==> src/rtl/scoreboard_pkg.sv <==
// Shared types and defaults for the scoreboard match controller and its timer.
package scoreboard_pkg;

  localparam int BW_DEFAULT        = 7;
  localparam int MAX_SCORE_DEFAULT = 99;

  typedef enum logic [1:0] {
    ST_PLAY  = 2'd0,
    ST_WON   = 2'd1,
    ST_CLEAR = 2'd2,
    ST_WAIT0 = 2'd3
  } state_e;

  typedef enum logic [1:0] {
    WIN_NONE = 2'b00,
    WIN_P1   = 2'b01,
    WIN_P2   = 2'b10
  } winner_e;

  // Serve swaps every two points, and every point once both players sit at deuce.
  function automatic logic calc_serve(input logic        first_server,
                                      input int unsigned s1,
                                      input int unsigned s2,
                                      input int unsigned win_score);
    int unsigned total;
    logic        deuce;
    total = s1 + s2;
    deuce = ((s1 + 1) >= win_score) && ((s2 + 1) >= win_score);
    return first_server ^ (deuce ? total[0] : total[1]);
  endfunction

endpackage

==> src/rtl/scoreboard_match_ctrl_timer.sv <==
// Blink and hold timing for the WON display; counts only while enabled and
// restarts from zero so every visit to WON sees the same blink phase.
module match_timer
  import scoreboard_pkg::*;
#(
  parameter int BLINK_HALF_MS = 250,
  parameter int WON_HOLD_MS   = 5000
) (
  input  logic clk_1khz_i,
  input  logic rst_ni,
  input  logic enable,
  input  logic restart,
  output logic blank_o,
  output logic hold_done_o
);

  localparam int HOLD_W  = $clog2(WON_HOLD_MS + 1);
  localparam int BLINK_W = $clog2(BLINK_HALF_MS + 1);
  localparam logic [HOLD_W-1:0]  HOLD_LAST  = HOLD_W'(WON_HOLD_MS - 1);
  localparam logic [BLINK_W-1:0] BLINK_LAST = BLINK_W'(BLINK_HALF_MS - 1);

  logic [HOLD_W-1:0]  hold_cnt_q;
  logic [BLINK_W-1:0] blink_cnt_q;
  logic               blank_q;

  always_ff @(posedge clk_1khz_i or negedge rst_ni) begin
    if (!rst_ni) begin
      hold_cnt_q  <= '0;
      blink_cnt_q <= '0;
      blank_q     <= 1'b0;
    end else if (restart || !enable) begin
      hold_cnt_q  <= '0;
      blink_cnt_q <= '0;
      blank_q     <= 1'b0;
    end else begin
      // Hold counter saturates; the FSM leaves WON on hold_done anyway.
      if (hold_cnt_q != HOLD_LAST) begin
        hold_cnt_q <= hold_cnt_q + HOLD_W'(1);
      end
      if (blink_cnt_q == BLINK_LAST) begin
        blink_cnt_q <= '0;
        blank_q     <= ~blank_q;
      end else begin
        blink_cnt_q <= blink_cnt_q + BLINK_W'(1);
      end
    end
  end

  assign blank_o     = blank_q;
  assign hold_done_o = enable && (hold_cnt_q == HOLD_LAST);

endmodule

==> src/rtl/scoreboard_match_ctrl.sv <==
// Match controller: gates counter pulses, detects game wins, blinks the display
// and sequences the post-game clear and serve rotation.
module scoreboard_match_ctrl
  import scoreboard_pkg::*;
#(
  parameter int BW            = BW_DEFAULT,
  parameter int MAX_SCORE     = MAX_SCORE_DEFAULT,
  parameter int WIN_SCORE     = 11,
  parameter int WIN_MARGIN    = 2,
  parameter int BLINK_HALF_MS = 250,
  parameter int WON_HOLD_MS   = 5000
) (
  input  logic          clk_1khz_i,
  input  logic          rst_ni,
  input  logic          up_p1_i,
  input  logic          down_p1_i,
  input  logic          up_p2_i,
  input  logic          down_p2_i,
  input  logic [BW-1:0] score_p1_i,
  input  logic [BW-1:0] score_p2_i,
  output logic          up_p1_o,
  output logic          down_p1_o,
  output logic          up_p2_o,
  output logic          down_p2_o,
  output logic          clr_o,
  output logic          serve_p2_o,
  output logic [1:0]    winner_o,
  output logic          blank_o,
  output logic [1:0]    state_o
);

  localparam logic [BW:0] MAX_W    = (BW+1)'(MAX_SCORE);
  localparam logic [BW:0] WIN_W    = (BW+1)'(WIN_SCORE);
  localparam logic [BW:0] MARGIN_W = (BW+1)'(WIN_MARGIN);

  state_e  state_q, state_d;
  winner_e winner_q, winner_d;
  logic    first_server_q, serve_q;
  logic    up_p1_q, down_p1_q, up_p2_q, down_p2_q;
  logic    up_p1_d, down_p1_d, up_p2_d, down_p2_d;

  logic [BW:0] s1_w, s2_w;
  logic        win_p1, win_p2, both_zero;
  logic        up_ok_p1, dn_ok_p1, up_ok_p2, dn_ok_p2;
  logic        fix_p1, fix_p2;
  logic        timer_enable, timer_restart, hold_done;

  // One extra bit keeps score + margin from wrapping.
  assign s1_w = {1'b0, score_p1_i};
  assign s2_w = {1'b0, score_p2_i};

  assign win_p1    = (s1_w >= WIN_W) && (s1_w >= s2_w + MARGIN_W);
  assign win_p2    = (s2_w >= WIN_W) && (s2_w >= s1_w + MARGIN_W);
  assign both_zero = (score_p1_i == '0) && (score_p2_i == '0);

  assign up_ok_p1 = up_p1_i && !down_p1_i && (s1_w < MAX_W);
  assign dn_ok_p1 = down_p1_i && !up_p1_i && (score_p1_i != '0);
  assign up_ok_p2 = up_p2_i && !down_p2_i && (s2_w < MAX_W);
  assign dn_ok_p2 = down_p2_i && !up_p2_i && (score_p2_i != '0);

  // In WON only downs matter, so a simultaneous up does not cancel a correction.
  assign fix_p1 = down_p1_i && (score_p1_i != '0);
  assign fix_p2 = down_p2_i && (score_p2_i != '0);

  always_comb begin
    state_d   = state_q;
    winner_d  = winner_q;
    up_p1_d   = 1'b0;
    down_p1_d = 1'b0;
    up_p2_d   = 1'b0;
    down_p2_d = 1'b0;
    unique case (state_q)
      ST_PLAY: begin
        if (win_p1) begin
          state_d  = ST_WON;
          winner_d = WIN_P1;
        end else if (win_p2) begin
          state_d  = ST_WON;
          winner_d = WIN_P2;
        end else begin
          up_p1_d   = up_ok_p1;
          down_p1_d = dn_ok_p1;
          up_p2_d   = up_ok_p2;
          down_p2_d = dn_ok_p2;
        end
      end
      ST_WON: begin
        down_p1_d = fix_p1;
        down_p2_d = fix_p2;
        if (fix_p1 || fix_p2) begin
          state_d  = ST_PLAY;
          winner_d = WIN_NONE;
        end else if (hold_done) begin
          state_d = ST_CLEAR;
        end
      end
      ST_CLEAR: begin
        state_d = ST_WAIT0;
      end
      ST_WAIT0: begin
        if (both_zero) begin
          state_d  = ST_PLAY;
          winner_d = WIN_NONE;
        end
      end
      default: begin
        state_d = ST_PLAY;
      end
    endcase
  end

  always_ff @(posedge clk_1khz_i or negedge rst_ni) begin
    if (!rst_ni) begin
      state_q        <= ST_PLAY;
      winner_q       <= WIN_NONE;
      first_server_q <= 1'b0;
      serve_q        <= 1'b0;
      up_p1_q        <= 1'b0;
      down_p1_q      <= 1'b0;
      up_p2_q        <= 1'b0;
      down_p2_q      <= 1'b0;
    end else begin
      state_q   <= state_d;
      winner_q  <= winner_d;
      up_p1_q   <= up_p1_d;
      down_p1_q <= down_p1_d;
      up_p2_q   <= up_p2_d;
      down_p2_q <= down_p2_d;
      if (state_q == ST_CLEAR) begin
        first_server_q <= ~first_server_q;
      end
      serve_q <= calc_serve(first_server_q, 32'(score_p1_i), 32'(score_p2_i), WIN_SCORE);
    end
  end

  // Timers run only for a continuous stay in WON and clear on the edge that leaves it.
  assign timer_enable  = (state_q == ST_WON);
  assign timer_restart = (state_q != ST_WON) || (state_d != ST_WON);

  match_timer #(
    .BLINK_HALF_MS(BLINK_HALF_MS),
    .WON_HOLD_MS  (WON_HOLD_MS)
  ) u_match_timer (
    .clk_1khz_i (clk_1khz_i),
    .rst_ni     (rst_ni),
    .enable     (timer_enable),
    .restart    (timer_restart),
    .blank_o    (blank_o),
    .hold_done_o(hold_done)
  );

  assign up_p1_o    = up_p1_q;
  assign down_p1_o  = down_p1_q;
  assign up_p2_o    = up_p2_q;
  assign down_p2_o  = down_p2_q;
  assign clr_o      = (state_q == ST_CLEAR);
  assign serve_p2_o = serve_q;
  assign winner_o   = winner_q;
  assign state_o    = state_q;

endmodule

==> config.mk <==
export PLATFORM = sky130hd
export DESIGN_NAME = scoreboard_match_ctrl
export DESIGN_NICKNAME = d
export VERILOG_FILES = /design/src/rtl/scoreboard_pkg.sv /design/src/rtl/scoreboard_match_ctrl_timer.sv /design/src/rtl/scoreboard_match_ctrl.sv
export SDC_FILE = /design/constraint.sdc
export NUM_CORES = 1
export LEC_CHECK = 0
export ABC_AREA = 1
export CORE_MARGIN = 3
export CORE_UTILIZATION = 30
export CTS_BUF_LIST = sky130_fd_sc_hd__clkbuf_2 sky130_fd_sc_hd__clkbuf_4 sky130_fd_sc_hd__clkbuf_8
export CTS_CLUSTER_SIZE = 28
export DETAILED_ROUTE_END_ITERATION = 10
export DONT_BUFFER_PORTS = 1
export PLACE_DENSITY = 0.42
export SLEW_MARGIN = 30
export SYNTH_ARGS = -nofsm -noshare
export SYNTH_HDL_FRONTEND = slang
export SYNTH_SLANG_ARGS = --single-unit
==> constraint.sdc <==
create_clock -name clk_1khz_i -period 2.3 [get_ports clk_1khz_i]
set_clock_uncertainty 0.2 [all_clocks]
set_input_delay 0.575 -clock clk_1khz_i [delete_from_list [all_inputs] [get_ports clk_1khz_i]]
set_output_delay 0.575 -clock clk_1khz_i [all_outputs]
set_load 0.005 [all_outputs]
==> impl_results.md, run 1 <==
- Status: finished clean
- Crit Path Max Fanout: 6
- Cell breakdown of the critical path: nand2_1 > nor2_2 > nand2_1 > o31ai_1 > inv_1 > ha_4 > a21oi_1 > nand2_1 > o21ai_0 > nand2_1 > nand2_2 > nand3_4 > a21boi_0
- Vias in the first global route: 2037
- Root buffer cell: clkbuf_8
- Syn Nets: 362
- Sequential element share of the synthesized area: 34.6%
- Top delay family on crit path: simple AND/OR/NAND/NOR gates
- Antenna Cells: 0
- Grt ovf: 0
- Vias/cell: 4.55
- Buf/Inv on CP: 1
- Hold/Removal Path Class: input port to flop
- RePlAce Congestion: 0.785
- Total track usage: 13.7%
- Critical path data arrival time: 2.05 ns
- Die width: 93.9 µm
- IO Port Bufs: 0
- Fin cells: 442
- Initial core utilization: 31.4%
- Startpoint Class: input port
- PD cells: 535 nW/µm²
- End-of-flow core utilization: 36.5%
- DR vias: 2011
- Synthesis warning total: 0
- CTS tree: built
- Max Clk Rate: 475 MHz
- Area grow syn2layout: 16.1%
- Required @ worst endpoint: 2.25 ns
- Cell Area, Synth: 2320 µm²
- Initial antenna violation count: 0
- Yosys reg bits: 32
- Die Footprint: 8810 µm²
- MaxCap Viol Count: 0
- Final Hold Fails: 0
- Clock period minus worst slack: 2.10 ns
- Post-layout nets: 383
- Worst skew pair latency: 0.28 ns
- Unrepaired setup endpoints after global routing: false
- Commonest non-fill, non-tap cells in the layout: nand2_1, nor2_1, inv_1
- Cts bufs inserted: 5
- Max clock buf depth: 2
- Setup crit end kind: flop
- DR iter-0 viols: 45
- WHS: 0.230 ns
- Post-placement cell count: 432
- Most common cell after layout, fill and taps aside: nand2_1
- Final setup fails: 0
- Final Max Slew Viols: 0
- DR WL/cell: 12.3 µm
- Largest net degree at the start of global routing: 33
- Worst VDD drop: 0.199 mV
- Pleak: 1.27 nW
- Hold Path Stages: 2
- Synth Instances: 321
- Worst path slowest cell: ha_4
- FF-to-FF path depth: 9
- Share of cells above drive strength 1: 11.1%
- Tcrit/Tclk final: 91.5%
- Core area: 7370 µm²
- Post-DP HPWL: 4.35 mm
- Height of the die: 93.9 µm
- Number of primary I/O pins: 31
- Final wirelength: 5.42 mm
- H-tree Lvls: 2
- CTS Sinks: 32
- Avg Cell Area, Syn: 7.22 µm²
- Site Rows: 31
- Unique masters post-synth: 25
- DRT Pass-1 Iters: 4
- First-pass GRT wire length: 9.49 mm
- Slew HR: 75.5%
- Worst path depth: 13
- Slew @ Worst Pin: 0.365 ns
- Most numerous cell on the critical path: nand2_1
- CP peak stage delay: 0.23 ns
- Critical path class: input port to flop
- Clock-pin slew on the worst setup and hold paths: 0.07 ns
- Antenna Nets Post-Route: 0
- DRC Markers: 0
[layer usage]
layer	GRT usage [%]	wire length, µm
met5	0	0
met4	5.17	124
met3	3.93	299
met2	22.9	2540
met1	16.5	2460
[cells in the mapped netlist (all sizes together)]
cell type	number	area, µm²
ha	21	263
dfrtp	32	801
buf	1	11.3
inv	46	173
a31oi	2	12.5
nor3b	1	7.51
a21oi	7	35.0
o21ai	10	50.0
o31ai	1	7.51
nor3	11	60.1
nand3	27	150
nand2	80	303
a21boi	1	7.51
xnor2	5	43.8
nor2	51	199
nand4	9	56.3
xor2	14	123
o211ai	1	7.51
nand3b	1	7.51
[through the flow]
step / setup slack [ns] / area, µm² / TNS [ns] / power, mW
2_1_floorplan: 0.0136 / 2340 / 0 / 0.889
3_3_place_gp: -0.156 / 2550 / -0.761 / 0.983
3_5_place_dp: -0.173 / 2550 / -0.750 / 0.981
4_1_cts: 0.141 / 2670 / 0 / 1.45
5_1_grt: 0.00296 / 2690 / 0 / 1.55
6_report: 0.196 / 2690 / 0 / 1.44
[worst register-to-register path, stage by stage, from the launching register on]
cell	delay, ns
dfrtp_1	0.37
ha_1	0.24
nand2_1	0.09
nor3_1	0.21
inv_1	0.07
nor2_1	0.18
nand2_1	0.12
nor2_1	0.12
xor2_1	0.15
nor2_1	0.05
[registers in the layout, summed over array words and instances (netlist names)]
register,cells
down_p1_o,1
u_match_timer.hold_cnt_q,13
up_p2_o,1
first_server_q,1
u_match_timer.blank_o,1
state_o,2
winner_o,2
up_p1_o,1
u_match_timer.blink_cnt_q,8
serve_p2_o,1
down_p2_o,1
[power by group]
group / internal (mW) / total, mW / switching [mW]
logic: 0.127 / 0.325 / 0.198
clock network: 0.239 / 0.450 / 0.211
registers: 0.610 / 0.664 / 0.0534
[what timing repair did]
action                                  in CTS  in global routing
setup buffers                                0                  0
endpoints found under the setup margin       0                  3
hold buffers                                 2                  0
endpoints found under the hold margin       32                  0
resized for setup                            0                  2
[logic make-up (layout without fill, tap and decap cells)]
kind of cell               after synthesis  count (layout)  synth area share (%)
xor gates and xnor gates                19              19                  7.18
adders and majority gates               21              21                  11.3
and+or+nand+nor                        180             180                  33.8
DFF                                     32              32                  34.6
AOI/OAI and AO/OA                       22              22                  5.18
buffers and inverters                   47              69                  7.94
[area by class of cell]
type                            count  area [µm²]
Sequential cell                    32         801
Multi-Input combinational cell    242        1370
Fill cell                         819        4680
Clock inverter                      2        10.0
Timing Repair Buffer               15         128
Inverter                           46         173
Clock buffer                        6        82.6
Tap cell                           99         124
[worst paths after layout]
path,to,slack [ns],startpoint
max,state_o[0],0.20,score_p1_i[2]
min,up_p1_o,0.23,up_p1_i
max reg2reg,u_match_timer.hold_cnt_q[10],0.38,u_match_timer.hold_cnt_q[0]
min reg2reg,u_match_timer.hold_cnt_q[0],0.26,u_match_timer.hold_cnt_q[0]
max in group asynchronous,u_match_timer.hold_cnt_q[10],1.18,rst_ni
min in group asynchronous,first_server_q,0.55,rst_ni
No activity file was read; power rests on OpenSTA's default activity.
==> inputs of run 2 (changes only) <==
Settings changed: CELL_PAD_IN_SITES_DETAIL_PLACEMENT set to 0, CELL_PAD_IN_SITES_GLOBAL_PLACEMENT set to 2, PLACE_DENSITY 0.42 to 0.66, SLEW_MARGIN 30 to 10.
==> run 2 against run 1 <==
Fmax grew 0.81%; first-iteration DRC count grew 87%; critical path depth is the same; clock power grew 2%; global-route usage grew 0.30 points; core utilization shrank 0.22 points; largest cell class unchanged; largest power group unchanged.
==> impl_results.md, run 2 (synthesized netlist as in run 1, its figures left out) <==
- Tcrit/Tclk final: 90.7% (was 91.5%)
- MaxCap Viol Count: 0 (unchanged)
- Grt ovf: 0 (unchanged)
- Site Rows: 31 (unchanged)
- End-of-flow core utilization: 36.3% (was 36.5%)
- Max clock buf depth: 2 (unchanged)
- Antenna Nets Post-Route: 0 (unchanged)
- Final wirelength: 5.58 mm (was 5.42 mm)
- Placed Area: 2530 µm² (was 2550 µm²)
- Pleak: 1.27 nW (about the same)
- Cts bufs inserted: 5 (unchanged)
- Setup crit end kind: flop (unchanged)
- Filler instances: 797 (was 819)
- Vias in the first global route: 2022 (was 2037)
- Root buffer cell: clkbuf_8 (unchanged)
- Core area: 7370 µm² (unchanged)
- Post-placement cell count: 430 (was 432)
- Slew @ Worst Pin: 0.386 ns (was 0.365 ns)
- H-tree Lvls: 2 (unchanged)
- Largest net degree at the start of global routing: 33 (unchanged)
- PD cells: 538 nW/µm² (was 535 nW/µm²)
- Commonest non-fill, non-tap cells in the layout: nand2_1, nor2_1, inv_1 (unchanged)
- Final Hold Fails: 0 (unchanged)
- Max reg flops: 13 (unchanged)
- Most common cell after layout, fill and taps aside: nand2_1 (unchanged)
- CTS Sinks: 32 (unchanged)
- Critical path data arrival time: 2.03 ns (was 2.05 ns)
- Die width: 93.9 µm (unchanged)
- WHS: 0.245 ns (was 0.230 ns)
- DR WL/cell: 12.7 µm (was 12.3 µm)
- Unrepaired setup endpoints after global routing: false (unchanged)
- Final setup fails: 0 (unchanged)
- Vias/cell: 4.48 (was 4.55)
- Clock period minus worst slack: 2.09 ns (was 2.10 ns)
- Post-DP HPWL: 4.54 mm (was 4.35 mm)
- DR vias: 1968 (was 2011)
- Number of primary I/O pins: 31 (unchanged)
- Crit Path Max Fanout: 6 (unchanged)
- Area grow syn2layout: 15.4% (was 16.1%)
- Final Max Slew Viols: 0 (unchanged)
- Clock-pin slew on the worst setup and hold paths: 0.06 ns (was 0.07 ns)
- Largest Register: u_match_timer.hold_cnt_q (unchanged)
- CTS tree: built (unchanged)
- Required @ worst endpoint: 2.25 ns (about the same)
- Share of cells above drive strength 1: 10.6% (was 11.1%)
- DRC Markers: 0 (unchanged)
- Largest regs: u_match_timer.hold_cnt_q x13, u_match_timer.blink_cnt_q x8 (unchanged)
- Met1 GRT Util: 15.1% (was 16.5%)
- Die Footprint: 8810 µm² (unchanged)
- Fin cells: 439 (was 442)
- Initial antenna violation count: 0 (unchanged)
- Post-layout nets: 381 (was 383)
- M2 GR Usage: 26.2% (was 22.9%)
- Hold/Removal Path Class: input port to flop (unchanged)
- Pwr Total: 1.44 mW (about the same)
- IO Port Bufs: 0 (unchanged)
- Cell area after layout: 2670 µm² (was 2690 µm²)
- DR iter-0 viols: 84 (was 45)
- Worst VDD drop: 0.178 mV (was 0.199 mV)
- Height of the die: 93.9 µm (unchanged)
- Antenna Cells: 0 (unchanged)
- Worst skew pair latency: 0.28 ns (about the same)
- Startpoint Class: input port (unchanged)
- DRT Pass-1 Iters: 4 (unchanged)
- Critical path class: input port to flop (unchanged)
- Initial core utilization: 31.4% (unchanged)
- GRT Max-Usage Layer: met2 (unchanged)
- Slew HR: 74.2% (was 75.5%)
- RePlAce Congestion: 0.747 (was 0.785)
- Max Clk Rate: 479 MHz (was 475 MHz)
- Total track usage: 14.0% (was 13.7%)
- First-pass GRT wire length: 9.68 mm (was 9.49 mm)
- Status: finished clean (unchanged)
- Met3 global-route usage: 3.29% (was 3.93%)
- Post-CTS Setup Repair Bufs: 0 (unchanged)
-- run 2: cell count changes in the layout (fill, tap and decap cells not counted) --
cell / change
ha_2: +1
o31ai_1: -1
clkbuf_8: +1
buf_4: -2
o31ai_2: +1
ha_4: -1
clkinv_2: -2
-- run 2: area by class of cell --
class	count	area (µm²)	share of cell area [%]
clock buffer	7	96.3	3.60
inverter	46	173	6.46
timing repair buffer	13	113	4.21
tap	99	124	4.63
sequential	32	801	29.9
multi-input combinational	242	1370	51.1
-- run 2: path summary, 6_finish.rpt --
| path | cells past startpoint | endpoint | start | slack [ns] |
|---|---|---|---|---|
| setup / recovery | 13 | state_o[0] | score_p1_i[2] | 0.21 |
| hold / removal | 2 | up_p2_o | up_p2_i | 0.25 |
| setup reg to reg | 9 | u_match_timer.hold_cnt_q[10] | u_match_timer.hold_cnt_q[0] | 0.37 |
| hold reg to reg | 1 | u_match_timer.hold_cnt_q[0] | u_match_timer.hold_cnt_q[0] | 0.27 |
| max in group asynchronous | 2 | u_match_timer.hold_cnt_q[10] | rst_ni | 1.18 |
| min in group asynchronous | 2 | u_match_timer.blink_cnt_q[6] | rst_ni | 0.55 |
-- run 2: metrics by stage --
stage	setup WS, ns	TNS, ns
finish	0.213	0
detailed placement	-0.151	-0.637
floorplan	0.0136	0
global route	0.00409	0
CTS	0.156	0
global placement	-0.169	-0.743
-- run 2: critical path, stage by stage --
cell and delay, ns:
nand2_1 0.08, nor2_2 0.12, nand2_1 0.09, o31ai_2 0.18, inv_1 0.10, ha_4 0.22
a21oi_1 0.14, nand2_1 0.06, o21ai_0 0.06, nand2_1 0.08, nand2_2 0.10, nand3_4 0.09
a21boi_0 0.15
-- run 2: timing repair --
item                                   CTS  global route
resized for setup                        0             2
setup endpoints to repair                0             3
hold buffers                             2             0
endpoints found under the hold margin   32             0
-- run 2: report_power, final --
group | internal [mW] | switching [mW]
sequential | 0.611 | 0.0507
clock | 0.266 | 0.195
combinational | 0.122 | 0.194
total | 0.999 | 0.440
-- run 2: per-layer routing --
metal,up-vias,wire length (µm)
met5,-,0
met4,0,80
met3,8,245
li1,1064,-
met2,23,2910
met1,873,2340
